[config.mk]
export PLATFORM = sky130hd
export DESIGN_NAME = sequence_receiver
export DESIGN_NICKNAME = d
export VERILOG_FILES = /design/src/rtl/sequence_receiver.sv
export SDC_FILE = /design/constraint.sdc
export NUM_CORES = 1
export LEC_CHECK = 0
export ABC_AREA = 1
export BUFFER_PORTS_ARGS = -buffer_cell sky130_fd_sc_hd__buf_4
export CAP_MARGIN = 20
export CORE_MARGIN = 4
export CORE_UTILIZATION = 53
export CTS_BUF_LIST = sky130_fd_sc_hd__clkbuf_16
export CTS_CLUSTER_DIAMETER = 30
export DETAILED_ROUTE_END_ITERATION = 12
export PLACE_DENSITY_LB_ADDON = 0.3
export SYNTH_ARGS = -nofsm -noshare
export SYNTH_HDL_FRONTEND = slang
export SYNTH_SLANG_ARGS = --single-unit
[constraint.sdc]
create_clock -name clock -period 1.65 [get_ports clock]
set_input_delay 0.495 -clock clock [delete_from_list [all_inputs] [get_ports clock]]
set_output_delay 0.495 -clock clock [all_outputs]
set_load 0.01 [all_outputs]
[src/rtl/sequence_receiver.sv]
// Serial frame receiver: collects WIDTH bits MSB-first, compares each completed
// frame against a programmed pattern and keeps a wrapping decimal match count.
module sequence_receiver #(
  parameter int unsigned WIDTH     = 10,
  parameter int unsigned COUNT_MAX = 9
) (
  input  logic             clock,
  input  logic             reset,
  input  logic             bit_in,
  input  logic             bit_valid,
  input  logic             pause,
  input  logic [WIDTH-1:0] pattern,
  output logic [WIDTH-1:0] sequence_reg,
  output logic             frame_done,
  output logic             match,
  output logic [3:0]       match_count,
  output logic [3:0]       bit_index
);

  localparam logic [3:0] LAST_IDX = 4'(WIDTH - 1);
  localparam logic [3:0] CNT_MAX  = 4'(COUNT_MAX);

  typedef enum logic [1:0] {
    IDLE = 2'd0,
    RECV = 2'd1,
    DONE = 2'd2
  } state_t;

  state_t state, state_next;

  // Only WIDTH-1 bits are stored; the final bit arrives live on bit_in.
  logic [WIDTH-2:0] shift_q, shift_d;
  logic [WIDTH-1:0] frame_c;
  logic             last_bit_c;

  logic [WIDTH-1:0] sequence_d;
  logic             frame_done_d;
  logic             match_d;
  logic [3:0]       match_count_d;
  logic [3:0]       bit_index_d;

  assign frame_c    = {shift_q, bit_in};
  assign last_bit_c = bit_valid && (state == RECV) && (bit_index == LAST_IDX);

  // State register
  always_ff @(posedge clock) begin
    if (reset) begin
      state <= IDLE;
    end else if (pause) begin
      state <= state_next;
    end
  end

  // Next-state logic
  always_comb begin
    state_next = state;
    case (state)
      IDLE:    if (bit_valid) state_next = RECV;
      RECV:    if (last_bit_c) state_next = DONE;
      DONE:    state_next = bit_valid ? RECV : IDLE;
      default: state_next = IDLE;
    endcase
  end

  // Next values of the datapath / output registers
  always_comb begin
    shift_d       = shift_q;
    sequence_d    = sequence_reg;
    frame_done_d  = 1'b0;
    match_d       = match;
    match_count_d = match_count;
    bit_index_d   = bit_index;
    if (bit_valid) begin
      shift_d = frame_c[WIDTH-2:0];
    end
    case (state)
      IDLE, DONE: bit_index_d = bit_valid ? 4'd1 : 4'd0;
      RECV: begin
        if (last_bit_c) begin
          sequence_d   = frame_c;
          frame_done_d = 1'b1;
          match_d      = (frame_c == pattern);
          bit_index_d  = 4'd0;
          if (frame_c == pattern) begin
            match_count_d = (match_count == CNT_MAX) ? 4'd0 : match_count + 4'd1;
          end
        end else if (bit_valid) begin
          bit_index_d = bit_index + 4'd1;
        end
      end
      default: bit_index_d = 4'd0;
    endcase
  end

  // Datapath registers; pause holds everything except the frame_done pulse.
  always_ff @(posedge clock) begin
    if (reset) begin
      shift_q      <= '0;
      sequence_reg <= '0;
      frame_done   <= 1'b0;
      match        <= 1'b0;
      match_count  <= 4'd0;
      bit_index    <= 4'd0;
    end else if (!pause) begin
      frame_done   <= 1'b0;
    end else begin
      shift_q      <= shift_d;
      sequence_reg <= sequence_d;
      frame_done   <= frame_done_d;
      match        <= match_d;
      match_count  <= match_count_d;
      bit_index    <= bit_index_d;
    end
  end

endmodule

Word-level counts from Yosys, hierarchy flattened
Cells that the tools add are included.
- logic and storage cells: 39
- output and inout bits: 20
- input port bits: 15
- bits in registers: 31
- equality and inequality tests: 8
- add/sub/neg operators: 2
- mux-type cells: 10
- reduce and logical (&&, ||, !) cells: 10
- bitwise logic cells: 2
- operators with widths (cell ; number):
    2-to-1 mux 4 bit ; 3
    == test 10 bit ; 1
    adder 4 x 1 -> 4 bit, second input constant ; 2
    == test 4 bit, second input constant ; 2
    one-hot mux 4 bit (2 select lines) ; 1
    one-hot mux 2 bit (3 select lines) ; 1
    AND reduction 3 bit ; 2
    2-to-1 mux 2 bit ; 2
    != test 2 bit, second input constant ; 2
    AND reduction 2 bit ; 2
    AND reduction 4 bit ; 1
    2-to-1 mux 1 bit ; 3
    != test 3 bit, second input constant ; 1
    OR reduction 3 bit ; 1
    == test 2 x 1 -> 1 bit, second input constant ; 1
    == test 2 bit, second input constant ; 1
    logical AND 1 bit ; 2
    zero test 2 bit ; 1
    NOT 1 bit ; 2
    OR reduction 2 bit ; 1

Logic depth before layout (Yosys ltp)
Gate-level depths: netlist of run 1.
- depth after elaboration: 5
- gate-level depth with buffers: 10
- mapped depth without buffers: 10

Worst setup path before layout of run 1
No wires, ideal clock.
- path kind: reg-to-reg
- start point: reg bit_index[0]
- end point: reg match_count[1]
- setup slack: 0.281 ns
- buffers on the path: 0
- cell stages (with the launch flop): 9
- clock period less this slack: 1.369 ns
- data arrival time: 1.256 ns
- path through: dfxtp_1 > ha_1 > nand2_2 > nor2_4 > nand3_4 > nor2_4 > nand2_2 > nor2_1 > nor2_1
- cells in the longest elaborated chain, start to end: 3
- ends and longest elaborated chain (what ; line ; source):
    start: declaration ; 17 ; output logic [3:0] bit_index
    start signal: assignment ; 112 ; bit_index <= bit_index_d;
    == test 4 bit ; 43 ; assign last_bit_c = bit_valid && (state == RECV) && (bit_index == LAST_IDX);
    logical AND 1 bit ; 43 ;
    AND reduction 4 bit (no line) ; - ;
    end signal: assignment ; 111 ; match_count <= match_count_d;
    end: declaration ; 16 ; output logic [3:0] match_count,
No other way between the ends.
A chain may end at the register's enable or synchronous reset.

Worst setup path after layout of run 1
- start point: reg bit_index[1]
- end point: reg match_count[1]
The elaborated chain is that of the path after synthesis.

==> results of run 1 <==
cell families (layout without fill, tap and decap cells):
family	after synthesis	after routing
AO/OA/AOI/OAI	49	49
buffers and inverters	50	90
adder cells (fa/ha/maj)	2	2
flip-flops	31	31
XOR/XNOR	3	3
AND/OR/NAND/NOR	88	88
Yosys cell counts, drive strengths merged:
cell    number
or2          1
ha           2
a211oi       1
a21oi       23
nor2        27
xnor2        1
buf          4
clkbuf       1
o21ai       24
nand3        7
nand4        2
nand2       51
o221ai       1
dfxtp       31
inv         45
xor2         2
worst max-delay path by stage:
stage	from	end	slack (ps)
6_report	bit_index[1]	match_count[1]	190
5_1_grt	bit_index[1]	sequence_reg[2]	30
4_1_cts	bit_index[0]	sequence_reg[3]	100
3_5_place_dp	bit_index[0]	sequence_reg[3]	110
3_3_place_gp	bit_index[0]	sequence_reg[3]	200
2_1_floorplan	bit_index[0]	match_count[1]	280
worst reg2reg max path: stages (launching register included):
cell     delay, ps
dfxtp_1        340
inv_1           70
ha_1           150
nand2_2         80
nor2_4         120
nand3_4        150
nor2_4         200
nand2_2         80
nand2_1         60
nand2_1         40
nor2_1          90
per-layer routing:
metal	vias to the layer above	GRT usage [%]	share of wire, %
met5	-	0	0
met4	0	11.2	2.2
met3	7	4.75	7.3
met2	36	29.0	46
met1	620	23.1	44
li1	769	-	-
cell type report:
| type | count | area (um^2) | area share, % |
|---|---|---|---|
| clock buffers | 5 | 125 | 6.36 |
| clock inverters | 1 | 3.75 | 0.191 |
| inverters | 45 | 169 | 8.59 |
| multi-input cells | 142 | 712 | 36.2 |
| flip-flops and latches | 31 | 622 | 31.6 |
| well taps | 31 | 38.8 | 1.97 |
| repair buffers | 39 | 297 | 15.1 |
layout by cell type, fill, tap and decap left out, drive strengths merged, types with 2 or more instances in the layout:
cell type	instances
nand2	51
inv	46
buf	39
dfxtp	31
nor2	27
o21ai	24
a21oi	23
nand3	7
clkbuf	5
nand4	2
xor2	2
ha	2
stage by stage:
step | hold slack, ps | setup WS, ps | power [mW] | instance area [um^2] | util, %
after floorplan | 453 | 281 | 0.913 | 1530 | -
after global placement | 436 | 196 | 0.979 | 1830 | 66.5
after detailed placement | 435 | 112 | 0.982 | 1830 | 66.5
after CTS | 415 | 105 | 1.81 | 1960 | 71.1
after global routing | 414 | 32.1 | 1.87 | 1970 | 71.3
final | 417 | 191 | 1.78 | 1970 | 71.3
where the power goes:
part / total, mW / switching, mW / internal [mW]
clock network: 0.812 / 0.280 / 0.532
registers: 0.791 / 0.0199 / 0.771
logic: 0.179 / 0.102 / 0.0768
total: 1.78 / 0.402 / 1.38
repair_timing:
action                                 4_1_cts  5_1_grt
setup endpoints to repair                    0        2
gates resized for setup                      0        3
endpoints found under the hold margin        0        0
==> results.toml, run 1 <==
[outcome]
status = "complete, no violations"

[floorplanning]
die_x_um = 61.7
num_rows = 19
core_mm2 = 0.00276
initial_core_util_pct = 55.4
die_area_mm2 = 0.00381
io_pins = 35
die_h_um = 61.7

[clock_tree]
cts_num_sinks = 31
post-cts-setup-buffers = 0
root_buffer = "clkbuf_16"
ctsLongestPathBuffers = 2
clkTransAtPathRegs_ps = 50
cts_tree = "done"
cts-hold-fix-buffers = 0
cts_buffers = 5
htree_levels = 2
insertion_delay_ps = 270

[timing]
fin_crit_sh_pct = 88.4
setup_violations = 0
period_needed_ps = 1460
finalClockSkew_ps = 4.27
relSlewSlack_pct = 84.8
rsz0062_at_grt = "no"
fin_tns_setup_ps = 0
hold_viol = 0
worst_pin_slew_ps = 226
drv_slew = 0
fmax_mhz = 686

[min_path]
hold-path-endpoint = "bit_index[0]"
worstHoldPathCells = 2
worstHoldStart = "reset"
min_path_type = "in -> reg"

[worst_setup_path]
start_kind = "register"
reg2reg_slack_ps = 190
r2r_start = "bit_index[1]"
crit_buf_inv = 1
r2r_cells = 10
slowest_stage = "dfxtp_1"
critPathArrivalTime_ps = 1660
crit_required_ps = 1850
crit_chain = "inv_1, ha_1, nand2_2, nor2_4, nand3_4, nor2_4, nand2_2, nand2_1, nand2_1, nor2_1"
r2r_end = "match_count[1]"
crit_type = "reg -> reg"
cp.depth = 10
cp-end-kind = "register"
critical_path.top_delay_family = "simple AND/OR/NAND/NOR gates"
cp_max_fo = 12
cp_slowest_stage_delay_ps = 340

[finish]
layout.cells.non_filler = 294
diodes = 0
drive_gt1_share_pct = 24.0
n_fill_cell = 246
synthToLayoutAreaGrowth_pct = 28.7
largest_register_ffs = 10
nNetsFinal = 281

[synthesis]
synthXorXnorAreaFrac_pct = 1.72
synth_top_area_share_pct = 40.6
avgSynthCellArea_um2 = 6.85
netlist_area_mm2 = 0.00153
synth_cell_type_count = 23
synth_adder_area_share_pct = 1.64
synth_top_family_by_area = "simple AND/OR/NAND/NOR gates"
synth_simple_gate_area_share_pct = 26.8
postSynthCellCount = 223
synth_compound_area_share_pct = 16.5
syn-num-nets = 240
seq_area_frac_synth_pct = 40.6
synth_area_leaders = "dfxtp_1 41%, nand2_1 12%, inv_1 9.8%"
ys_warn_count = 0
synth.mux.area_fraction_pct = 0
yosysTopAreaCell = "dfxtp_1"
synth_seq_cells = 31

[placed_design]
place_hpwl_um = 2390
dp_cells = 288
port-buffer-count = 34
gp_congestion = 0.830

[route]
dr.pass1.iters = 4
via_per_inst = 4.87
antenna_left = 0
drcViolationCount = 0
wirelength_um = 3160
routedWlPerCell_um = 10.7
via_count = 1432
drt_iter0_markers = 94

[global_routing]
antenna_found_initial = 0
grt_pass1_vias = 1224
grt_pass1_wl_um = 5130
grt_max_degree = 17
grtUsageTotal_pct = 18.6
grt.overflow.total = 0

[run]
maxCapViolCount = 0

[power_and_ir_drop]
p_leak_nw = 0.941
vdd_drop_max_uv = 1070
powerDensity_mw_per_mm2 = 906
Power figures use the tool's default switching activity.
==> run 2, diff against run 1 <==
Settings changed: GPL_TIMING_DRIVEN set to 0.
==> results.toml, run 2 (synthesized netlist as in run 1, its figures left out) <==
[timing]
fin_crit_sh_pct = 90.6
drv_slew = 0
hold_viol = 0
fin_tns_setup_ps = 0
rsz0062_at_grt = "no"
period_needed_ps = 1490
relSlewSlack_pct = 78.0
finalClockSkew_ps = 4.59
worst_pin_slew_ps = 329
fmax_mhz = 669
setup_violations = 0

[worst_setup_path]
start_kind = "register"
crit_required_ps = 1810
r2r_cells = 7
reg2reg_slack_ps = 160
cp-end-kind = "register"
r2r_end = "sequence_reg[7]"
cp_max_fo = 10
critPathArrivalTime_ps = 1650
crit_type = "reg -> reg"
r2r_start = "bit_index[0]"

[global_routing]
grt_pass1_vias = 1210
grt.overflow.total = 0
antenna_found_initial = 0
grtUsageTotal_pct = 19.4
grt_pass1_wl_um = 5350
grt_max_degree = 11

[clock_tree]
root_buffer = "clkbuf_16"
ctsLongestPathBuffers = 2
ctsResizeCount = 0
clkTransAtPathRegs_ps = 50
cts_buffers = 5
htree_levels = 2
cts_num_sinks = 31
cts-hold-fix-buffers = 0
cts_tree = "done"
insertion_delay_ps = 280
post-cts-setup-buffers = 0

[power_and_ir_drop]
netSwitchingPower_uw = 439
pwr-share-seq_pct = 43.3
vdd_drop_max_uv = 976
p_int_mw = 1.38
switching_share_pct = 24.1
pwr-share-comb_pct = 9.7
p_leak_nw = 0.932
clkPwrFrac_pct = 47.0
powerDensity_mw_per_mm2 = 931

[finish]
synthToLayoutAreaGrowth_pct = 28.2
nNetsFinal = 281
drive_gt1_share_pct = 23.0
n_fill_cell = 249
diodes = 0
fin_util_pct = 71.0
largest_register_ffs = 10
final_cell_mix = "47 x nand2_1, 41 x inv_1, 35 x buf_4"
design_area_mm2 = 0.00196
layout_commonest_cell = "nand2_1"

[placed_design]
place_hpwl_um = 2400
port-buffer-count = 34
gp_congestion = 0.901
place_area_mm2 = 0.00182

[min_path]
hold-path-endpoint = "match"
min_path_type = "in -> reg"
worstHoldPathCells = 2
worstHoldStart = "reset"

[route]
wirelength_um = 3350
drcViolationCount = 0
via_per_inst = 4.93
dr.pass1.iters = 4
antenna_left = 0
drt_iter0_markers = 49
routedWlPerCell_um = 11.3
via_count = 1460

[floorplanning]
die_x_um = 61.7
io_pins = 35
initial_core_util_pct = 55.4
core_mm2 = 0.00276
die_area_mm2 = 0.00381
num_rows = 19
die_h_um = 61.7

[run]
maxCapViolCount = 0

[outcome]
status = "complete, no violations"
run 2: cell count changes in the layout (fill, tap and decap cells not counted), sizes merged:
cell / delta
clkbuf: +1
clkinv: +2
buf: -1
run 2: worst max path at each step:
| stage | start | endpoint | slack (ps) | cells past startpoint |
|---|---|---|---|---|
| global route | bit_index[0] | sequence_reg[9] | 0.8 | 7 |
| floorplan | bit_index[0] | match_count[1] | 280 | 8 |
| detailed placement | bit_index[0] | sequence_reg[7] | 150 | 7 |
| CTS | bit_index[0] | sequence_reg[7] | 140 | 7 |
| global placement | bit_index[0] | sequence_reg[7] | 170 | 7 |
| finish | bit_index[0] | sequence_reg[7] | 160 | 7 |
run 2: layer usage:
layer | up-vias | global-route usage, % | share of wire [%] | wire length, um
met5 | - | 0 | 0 | 0
met1 | 637 | 25.4 | 47 | 1570
li1 | 772 | - | - | -
met2 | 43 | 30.0 | 45 | 1490
met3 | 8 | 4.96 | 6.9 | 231
met4 | 0 | 8.79 | 1.7 | 57
run 2: through the flow:
stage,setup WS (ps),total power [mW],hold WS (ps),instances
6_report,155,1.82,415,296
5_1_grt,0.825,1.89,427,296
4_1_cts,139,1.82,412,296
3_5_place_dp,149,0.978,439,288
3_3_place_gp,172,0.975,435,288
2_1_floorplan,281,0.913,453,223
run 2: critical path, stage by stage, from the launching register on:
cell and delay, ps:
dfxtp_1 420, ha_1 200, nand2_2 70, nor2_4 120, nand3_4 110, buf_2 210, o21ai_0 180, a21oi_1 60
run 2: power groups by stage:
stage               logic [mW]  clock network [mW]  registers, mW
CTS                      0.177               0.857          0.790
finish                   0.176               0.857          0.790
detailed placement       0.174                   0          0.804
global route             0.201               0.900          0.793
floorplan                0.111                   0          0.802
global placement         0.171                   0          0.804
run 2: final cells by class:
type | instances | area, um^2 | area share [%]
flip-flops and latches | 31 | 621 | 31.7
repair buffers | 34 | 255 | 13.0
inverters | 45 | 169 | 8.63
multi-input cells | 142 | 712 | 36.4
clock buffers | 5 | 125 | 6.39
clock inverters | 3 | 11.3 | 0.575
plain buffers | 5 | 26.3 | 1.34
well taps | 31 | 38.8 | 1.98
